### config.mk
export PLATFORM = sky130hd
export DESIGN_NAME = grs_align_shift_flat
export DESIGN_NICKNAME = d
export VERILOG_FILES = /design/src/rtl/grs_align_shift_pkg.sv /design/src/rtl/grs_align_shift_if.sv /design/src/rtl/grs_align_shift_sticky.sv /design/src/rtl/grs_align_shift.sv /design/src/flat_wrapper.sv
export SDC_FILE = /design/constraint.sdc
export NUM_CORES = 1
export LEC_CHECK = 0
export ABC_AREA = 1
export CORE_UTILIZATION = 41
export DETAILED_ROUTE_END_ITERATION = 8
export DONT_BUFFER_PORTS = 1
export SYNTH_ARGS = -nofsm -noshare
export SYNTH_HDL_FRONTEND = slang
export SYNTH_SLANG_ARGS = --single-unit
### constraint.sdc
create_clock -name clk -period 2.5 [get_ports clk]
set_clock_uncertainty 0.05 [all_clocks]
set_input_delay 0.5 -clock clk [delete_from_list [all_inputs] [get_ports clk]]
set_output_delay 0.5 -clock clk [all_outputs]
set_load 0.05 [all_outputs]
### src/rtl/grs_align_shift_pkg.sv
// rtl/grs_align_shift_pkg.sv - shared constants for the GRS alignment shifter
package grs_align_shift_pkg;

    // Guard, round and sticky bits appended below the mantissa
    localparam int GRS_BITS = 3;

    // FSM state encodings
    localparam logic [1:0] ALIGN_IDLE  = 2'd0;
    localparam logic [1:0] ALIGN_SHIFT = 2'd1;
    localparam logic [1:0] ALIGN_DONE  = 2'd2;

endpackage

### src/rtl/grs_align_shift_if.sv
// rtl/grs_align_shift_if.sv - request/result handshake bundle of the alignment shifter
interface grs_align_shift_if
    import grs_align_shift_pkg::*;
#(
    parameter int MANT_WIDTH  = 24,
    parameter int SHIFT_WIDTH = 8
);
    localparam int W = MANT_WIDTH + GRS_BITS;

    logic                   in_valid;
    logic                   in_ready;
    logic [MANT_WIDTH-1:0]  in_mant;
    logic [SHIFT_WIDTH-1:0] in_shift;
    logic                   in_sign;
    logic                   out_valid;
    logic                   out_ready;
    logic [W-1:0]           out_value;
    logic                   out_sign;

    modport master (
        output in_valid, in_mant, in_shift, in_sign, out_ready,
        input  in_ready, out_valid, out_value, out_sign
    );

    modport slave (
        input  in_valid, in_mant, in_shift, in_sign, out_ready,
        output in_ready, out_valid, out_value, out_sign
    );

endinterface

### src/rtl/grs_align_shift_sticky.sv
// rtl/grs_align_shift_sticky.sv - one bounded right-shift step with sticky jam into bit 0
module grs_sticky_shift #(
    parameter int W        = 27,
    parameter int MAX_STEP = 8,
    parameter int STEP_W   = $clog2(MAX_STEP + 1)
) (
    input  logic [W-1:0]      acc_i,
    input  logic [STEP_W-1:0] step_i,
    output logic [W-1:0]      shifted_o,
    output logic              any_o
);

    // Shift right by step_i; bit 0 becomes the OR of the landing bit and every bit dropped
    always_comb begin
        logic sticky;
        sticky    = 1'b0;
        shifted_o = acc_i >> step_i;
        for (int i = 0; i <= MAX_STEP; i++) begin
            if (i <= int'(step_i)) begin
                sticky = sticky | acc_i[i];
            end
        end
        shifted_o[0] = sticky;
    end

    // Whole-word OR, used when the shift pushes everything into the sticky bit
    assign any_o = |acc_i;

endmodule

### src/rtl/grs_align_shift.sv
// rtl/grs_align_shift.sv - multi-cycle right-shift aligner producing a GRS-extended mantissa
module grs_align_shift
    import grs_align_shift_pkg::*;
#(
    parameter int MANT_WIDTH  = 24,
    parameter int SHIFT_WIDTH = 8,
    parameter int MAX_STEP    = 8
) (
    input  logic             clk,
    input  logic             rst_n,
    grs_align_shift_if.slave bus
);

    localparam int W      = MANT_WIDTH + GRS_BITS;
    localparam int STEP_W = $clog2(MAX_STEP + 1);
    localparam logic [31:0]            W_U     = W;
    localparam logic [SHIFT_WIDTH-1:0] MAX_S   = SHIFT_WIDTH'(MAX_STEP);
    localparam logic [STEP_W-1:0]      MAX_STP = STEP_W'(MAX_STEP);

    logic [1:0]             state_q, state_d;
    logic [W-1:0]           acc_q, acc_d;
    logic [SHIFT_WIDTH-1:0] rem_q, rem_d;
    logic                   sign_q, sign_d;

    logic [STEP_W-1:0]      step;
    logic [W-1:0]           sh_in, sh_out;
    logic                   sh_any;
    logic [W-1:0]           mant_ext;
    logic                   saturate;

    assign mant_ext = {bus.in_mant, {GRS_BITS{1'b0}}};
    assign saturate = 32'(bus.in_shift) >= W_U;

    // In IDLE the shifter sees the incoming mantissa so its OR serves the saturate path
    assign sh_in = (state_q == ALIGN_IDLE) ? mant_ext : acc_q;

    // Per-cycle step is the remaining distance clamped to MAX_STEP
    always_comb begin
        step = MAX_STP;
        if (rem_q < MAX_S) begin
            step = STEP_W'(rem_q);
        end
    end

    grs_sticky_shift #(
        .W        (W),
        .MAX_STEP (MAX_STEP),
        .STEP_W   (STEP_W)
    ) u_sticky (
        .acc_i     (sh_in),
        .step_i    (step),
        .shifted_o (sh_out),
        .any_o     (sh_any)
    );

    // Next-state logic: accept in IDLE, shift in SHIFT, hold result in DONE until taken
    always_comb begin
        state_d = state_q;
        acc_d   = acc_q;
        rem_d   = rem_q;
        sign_d  = sign_q;
        case (state_q)
            ALIGN_IDLE: begin
                if (bus.in_valid) begin
                    sign_d = bus.in_sign;
                    if (bus.in_shift == '0) begin
                        acc_d   = mant_ext;
                        state_d = ALIGN_DONE;
                    end else if (saturate) begin
                        acc_d   = {{(W-1){1'b0}}, sh_any};
                        state_d = ALIGN_DONE;
                    end else begin
                        acc_d   = mant_ext;
                        rem_d   = bus.in_shift;
                        state_d = ALIGN_SHIFT;
                    end
                end
            end
            ALIGN_SHIFT: begin
                acc_d = sh_out;
                rem_d = rem_q - SHIFT_WIDTH'(step);
                if (rem_q == SHIFT_WIDTH'(step)) begin
                    state_d = ALIGN_DONE;
                end
            end
            ALIGN_DONE: begin
                if (bus.out_ready) begin
                    state_d = ALIGN_IDLE;
                end
            end
            default: state_d = ALIGN_IDLE;
        endcase
    end

    // State registers; reset discards any in-flight result
    always_ff @(posedge clk or negedge rst_n) begin
        if (!rst_n) begin
            state_q <= ALIGN_IDLE;
            acc_q   <= '0;
            rem_q   <= '0;
            sign_q  <= 1'b0;
        end else begin
            state_q <= state_d;
            acc_q   <= acc_d;
            rem_q   <= rem_d;
            sign_q  <= sign_d;
        end
    end

    assign bus.in_ready  = (state_q == ALIGN_IDLE);
    assign bus.out_valid = (state_q == ALIGN_DONE);
    assign bus.out_value = acc_q;
    assign bus.out_sign  = sign_q;

endmodule

### src/flat_wrapper.sv
// flat-port wrapper written by rule: the top's interface ports become plain ports
module grs_align_shift_flat import grs_align_shift_pkg::*;
#(
    parameter int MANT_WIDTH  = 24,
    parameter int SHIFT_WIDTH = 8,
    parameter int MAX_STEP    = 8
)
  (clk, rst_n, bus_in_valid, bus_in_mant, bus_in_shift, bus_in_sign, bus_out_ready, bus_in_ready, bus_out_valid, bus_out_value, bus_out_sign);
  grs_align_shift_if #(.MANT_WIDTH(MANT_WIDTH), .SHIFT_WIDTH(SHIFT_WIDTH)) bus_i ();
  input  logic clk;
  input  logic rst_n;
  input wire logic [$bits(bus_i.in_valid)-1:0] bus_in_valid;
  input wire logic [$bits(bus_i.in_mant)-1:0] bus_in_mant;
  input wire logic [$bits(bus_i.in_shift)-1:0] bus_in_shift;
  input wire logic [$bits(bus_i.in_sign)-1:0] bus_in_sign;
  input wire logic [$bits(bus_i.out_ready)-1:0] bus_out_ready;
  output wire logic [$bits(bus_i.in_ready)-1:0] bus_in_ready;
  output wire logic [$bits(bus_i.out_valid)-1:0] bus_out_valid;
  output wire logic [$bits(bus_i.out_value)-1:0] bus_out_value;
  output wire logic [$bits(bus_i.out_sign)-1:0] bus_out_sign;
  assign bus_i.in_valid = bus_in_valid;
  assign bus_i.in_mant = bus_in_mant;
  assign bus_i.in_shift = bus_in_shift;
  assign bus_i.in_sign = bus_in_sign;
  assign bus_i.out_ready = bus_out_ready;
  assign bus_in_ready = bus_i.in_ready;
  assign bus_out_valid = bus_i.out_valid;
  assign bus_out_value = bus_i.out_value;
  assign bus_out_sign = bus_i.out_sign;
  grs_align_shift #(.MANT_WIDTH(MANT_WIDTH), .SHIFT_WIDTH(SHIFT_WIDTH), .MAX_STEP(MAX_STEP)) u_core (.clk(clk), .rst_n(rst_n), .bus(bus_i));
endmodule
* Yosys cells after proc, flatten, opt, wreduce, memory -nomap -nowiden
Index checks and enable logic that the tools add are counted.
** Storage, ports and cells
- Output and inout port bits :: 30
- Register bits after elaboration :: 38
- Input bits :: 37
- Logic and storage cells :: 64
** Operators by class
- Add/subtract/negate cells :: 1
- Shift-type cells :: 1
- Multiplexer cells :: 24
- Equality and inequality tests :: 8
- Reductions and logical operators :: 8
- Bitwise logic cells :: 8
- Order comparisons :: 10
** Operators with widths (count)
- $mux W27 :: 4
- $pmux W27 S2 :: 1
- $reduce_or A27 Y1 :: 1
- $shr A27 B4 Y27 :: 1
- $mux W8 :: 3
- $le A3 B4 Y1 const A :: 4
- $pmux W8 S2 :: 1
- $mux W2 :: 5
- $eq A8 B4 Y1 :: 1
- $ge A8 B5 Y1 const B :: 1
- $le A2 B4 Y1 const A :: 2
- $logic_not A8 Y1 :: 1
- $lt A8 B4 Y1 const B :: 1
- $mux W1 :: 8
- $ne A2 B2 Y1 const B :: 4
- $or A1 B1 Y1 :: 8
- $sub A8 B4 Y8 :: 1
- $pmux W2 S3 :: 1
- $le A1 B4 Y1 const A :: 1
- $le A4 B4 Y1 const A :: 1
- $mux W4 :: 1
- $reduce_and A2 Y1 :: 2
- $reduce_and A4 Y1 :: 1
- $reduce_and A3 Y1 :: 1
- 5 further kinds :: 5

* Logic depth before layout (Yosys ltp)
- Word-level depth :: 19
- Gate-level depth with buffers :: 15
- Depth with buffers taken out :: 14

* Cells and area by module
Synthesis repeated with hierarchy kept, for this count alone.
** Unflattened totals
- Cells, all modules :: 622
- Area, all modules :: 3617.2 sq um
** Modules (own cells, without submodules)
- grs_align_shift :: times used 1, cells each 318, area an instance 2259.7 sq um, sequential area each 950.9 sq um
- grs_sticky_shift :: times used 1, cells each 304, area an instance 1357.6 sq um, sequential area each 0.0 sq um

* Worst setup path before layout
Ideal clock, no wire load.
- Path type :: register to register
- Start point :: register u_core.rem_q[6]
- End point :: register u_core.rem_q[4]
- Data required time :: 2.337 ns
- Library setup time :: 0.113 ns
- Stages on the path, launching flop included :: 14
- Slack :: 0.701 ns
- Arrival time :: 1.637 ns
- Cell sequence :: dfrtp_1 -> nor2_2 -> nand2_4 -> inv_1 -> nand2_2 -> nand2_1 -> ha_1 -> inv_1 -> o211ai_1 -> nand2_1 -> o21ai_1 -> nand2_1 -> nand2_1 -> inv_1
** On the way
- Longest elaborated chain between the ends :: 4
** Ends and longest elaborated chain
- from (decl) :: RTL line grs_align_shift.sv:22 : logic [SHIFT_WIDTH-1:0] rem_q, rem_d;
- from (signal assigned) :: RTL line grs_align_shift.sv:105 : rem_q <= rem_d;
- $lt A8 B4 Y1 :: RTL line grs_align_shift.sv:40 : if (rem_q < MAX_S) begin
- $mux W4 :: RTL line grs_align_shift.sv:40
- $sub A8 B4 Y8 :: RTL line grs_align_shift.sv:81 : rem_d = rem_q - SHIFT_WIDTH'(step);
- $pmux W8 S2 :: RTL line grs_align_shift.sv:62 : case (state_q)
No other way between the ends.
A chain may end at the register's enable or synchronous reset.

* Worst setup path after layout
- Start point :: register u_core.state_q[0]
- End point :: register u_core.acc_q[10], in the netlist u_core.bus.out_value[10]
** On the way
- Longest elaborated chain between the ends :: 4
** Ends and longest elaborated chain
- from (decl) :: RTL line grs_align_shift.sv:20 : logic [1:0] state_q, state_d;
- from (signal assigned) :: RTL line grs_align_shift.sv:103 : state_q <= state_d;
- $logic_not A2 Y1 :: RTL line grs_align_shift.sv:35, grs_align_shift.sv:62
- $mux W27 :: RTL line grs_align_shift.sv:35 : assign sh_in = (state_q == ALIGN_IDLE) ? mant_ext : acc_q;
- $shr A27 B4 Y27 :: RTL line grs_align_shift_sticky.sv:17 : shifted_o = acc_i >> step_i;
- $pmux W27 S2 :: RTL line grs_align_shift.sv:62
- to (signal assigned) :: RTL line grs_align_shift.sv:99 : acc_q <= '0;
- to (signal assigned) :: RTL line grs_align_shift.sv:104 : acc_q <= acc_d;
- to (decl) :: RTL line grs_align_shift.sv:21 : logic [W-1:0] acc_q, acc_d;
Several ways; a longest one is shown, not always the timed one.

==> results.md <==
Run status:
- The flow ran to the end, and the final reports show no timing, DRC or antenna violations.

Route:
- After detailed routing, the number of vias per cell comes to 5.60.
- The average wire per cell in the routed design is 16.7 um.
- The first routing iteration left 351 violations.
- In the routed design, unresolved DRC markers number 0.
- For this block, the routed nets add up to 13100 um of wire.
- The final antenna-violating net count is 0.
- The detailed-route via count is 4400.
- The pre-antenna-repair detailed-routing pass consisted of 5 iterations.

CTS:
- The later pin in the worst-skew pair is clocked with a latency of 0.30 ns.
- The H-tree level count is 2.
- Counting the buffers created by CTS gives 5.
- The number of gates resized after CTS was 0.
- The maximum clock path buffer count is 2.
- The library cell used as clock root buffer is clkbuf_8.
- In this run the post-CTS setup repair buffer count came out at 0.
- The clock-pin slew on the worst setup and hold paths is 0.08 ns.
- After clock tree synthesis, the flow added hold-fix buffers numbering 2.
- For this design, the sink count on the clock tree is 38.
- TritonCTS built the clock tree.

Worst setup path:
- The minimum setup slack among reg-to-reg paths is 0.27 ns.
- The biggest fanout along the worst timing path is 19.
- The depth of the worst register-to-register path is 9.
- Tracing the worst setup path back leads to its startpoint at u_core.state_q[0]$_DFFE_PN0P_.
- The capturing element of the worst setup path is u_core.bus.out_value[10]$_DFFE_PN0P_.
- The arrival time at the worst endpoint is 2.36 ns.
- The element type at the critical path start is a flip-flop.
- At the worst endpoint, the required time is 2.63 ns.
- The worst setup path is of the flip-flop to flip-flop kind.
- The worst flop-to-flop path endpoint is u_core.bus.out_value[10]$_DFFE_PN0P_.
- The startpoint identified for the worst register-to-register timing path is u_core.state_q[0]$_DFFE_PN0P_.
- The worst setup path is captured at a flip-flop.

Die:
- The floorplan die area is 9920 um2.
- Once the floorplan was initialized, standard cells occupied 42.2% of the core.
- The horizontal die dimension is 99.6 um.
- The placeable core region is 9240 um2.
- In this run the count of I/O pins placed on the die edge is 67.
- In this run the vertical extent of the chip is 99.6 um.
- The floorplan row count is 35.

Synth:
- The netlist uses 41 different library cells.
- The number of nets in the synthesized netlist is 697.
- The post-synthesis instance total is 659.
- The synthesized design devotes to its leading area cell type 24.4% of total area.
- After synthesis, the cell types taking the most area are dfrtp_1, nand2_1, nand3_1, inv_1, o21ai_0.
- For this run, the register share of the synthesized area comes to 24.4%.
- Summing every instance area after synthesis gives 3900 um2.
- The flip-flop and latch count after synthesis is 38.
- The total number of yosys warnings is 0.
- The average instance in the mapped netlist occupies 5.92 um2.
- The synthesized design spends more area on one cell type than any other, namely dfrtp_1.

Timing:
- The final critical-path share of the clock period is 89.0%.
- For this run, the top clock speed supported by timing is 449 MHz.
- The transition time at the pin with the least slew margin is 0.640 ns.
- The clock period could shrink to 2.23 ns.
- Setup repair after global routing left no endpoint under its margin.
- The hold violation total from the final report came to 0.
- Setup violations remaining at the end of the flow were counted as 0.
- The worst-case headroom to the max-slew limit is 56.9%.
- The max-slew violation count came to 0.
- The total negative slack is 0 ns.

GRT:
- The number of antenna violations at the first check in global routing is 0.
- For this run the aggregate overflow at the end of global routing stands at 0.
- The pin count of the biggest net entering global routing is 39.
- The via count of the first global-routing pass was 4151.
- The wire length of the first global-routing pass is 21200 um.
- For this run, the total global-route usage over all layers was measured as 27.3%.

Hold path:
- The worst min-delay path class is primary input to flip-flop.

Layout:
- The count of inserted antenna diode cells is 0.
- The number of nets in the layout is 696.
- The post-route netlist has 9.13% of its cells at a drive strength greater than 1.
- The area added between synthesis and finish is 5.61%.
- The top cell types in the final layout, fill and taps aside, are nand2_1, nand3_1, inv_1.
- The most common cell after layout, fill and taps aside is nand2_1.
- The finished cells cover 4120 um2.

Placement:
- The final weighted congestion in routability-driven placement is 1.00.
- The instance area at placement is 4010 um2.
- Once detailed placement completed, the half-perimeter wirelength came to 9850 um.
- In this run the tool buffered the top-level ports with 0 buffer cells.

Run:
- The number of max-cap violations is 0.
registers in the layout, indices dropped and copies added, names as in the netlist:
| register | flops |
|---|---|
| u_core.state_q | 2 |
| u_core.bus.out_value | 27 |
| u_core.rem_q | 8 |
| u_core.bus.out_sign | 1 |
per-stage QoR:
| step | hold WS (ns) | worst slack (ns) | cells | util, % |
|---|---|---|---|---|
| after global routing | 0.287 | 0.0613 | 786 | 44.6 |
| after floorplan | 0.154 | 0.701 | 659 | - |
| after global placement | 0.157 | 0.360 | 778 | 43.4 |
| after detailed placement | 0.157 | 0.344 | 778 | 43.4 |
| final | 0.306 | 0.274 | 786 | 44.6 |
| after CTS | 0.293 | 0.324 | 786 | 44.6 |
routing by layer:
metal,track usage (%),routed length (um),vias up
met5,0,0,-
met4,8.03,272,0
met3,5.55,1150,20
met2,45.6,6120,221
met1,35.6,5590,2018
li1,-,-,2141
critical path, stage by stage (launching register included):
cell and delay [ns]:
dfrtp_1 0.45, nor2_4 0.34, nand2_1 0.33, nand2_1 0.32
buf_4 0.28, o31ai_1 0.11, inv_1 0.07, nand2_1 0.04
inv_1 0.05, a21boi_1 0.07
worst min path at each step:
stage	from	endpoint	slack (ns)	depth (start not counted)
finish	bus_in_sign	u_core.bus.out_sign$_DFFE_PN0P_	0.31	1
detailed placement	rst_n	u_core.bus.out_value[16]$_DFFE_PN0P_	0.16	0
CTS	bus_in_sign	u_core.bus.out_sign$_DFFE_PN0P_	0.29	1
global placement	rst_n	u_core.bus.out_value[6]$_DFFE_PN0P_	0.16	0
global route	bus_in_sign	u_core.bus.out_sign$_DFFE_PN0P_	0.29	1
floorplan	rst_n	u_core.bus.out_sign$_DFFE_PN0P_	0.15	0
area by class of cell:
cell class	count	area, um2
clock buffers	6	82.6
flip-flops and latches	38	951
well taps	129	161
multi-input cells	513	2450
repair buffers	23	188
fillers	1016	5120
inverters	77	290
Yosys cell counts, drive strengths merged:
cell type and n:
conb 1, and2 3, o21ai 61, mux2 1, inv 75, ha 1, a21oi 14, clkinv 2
nor2 40, a31oi 2, dfrtp 38, nand2 234, nand3 115, a22oi 4, o31ai 12, clkbuf 6
o211ai 5, a2bb2oi 2, a21boi 7, buf 25, nand4 4, or2 3, nor3 3, o22a 1
cell families (layout without fill, tap and decap cells):
group           count (synthesis)  count (layout)  synth area share [%]
buf+inv                       108             106                  12.9
compound gates                108             108                  16.5
mux                             1               1                 0.288
simple gates                  402             402                  45.6
flops                          38              38                  24.4
other cells                     1               1                0.0961
fa+ha+maj                       1               1                 0.320
Power is left out: the tool's default activity adds up to more than one toggle a clock period on the data nets, which glitch-free logic cannot reach.
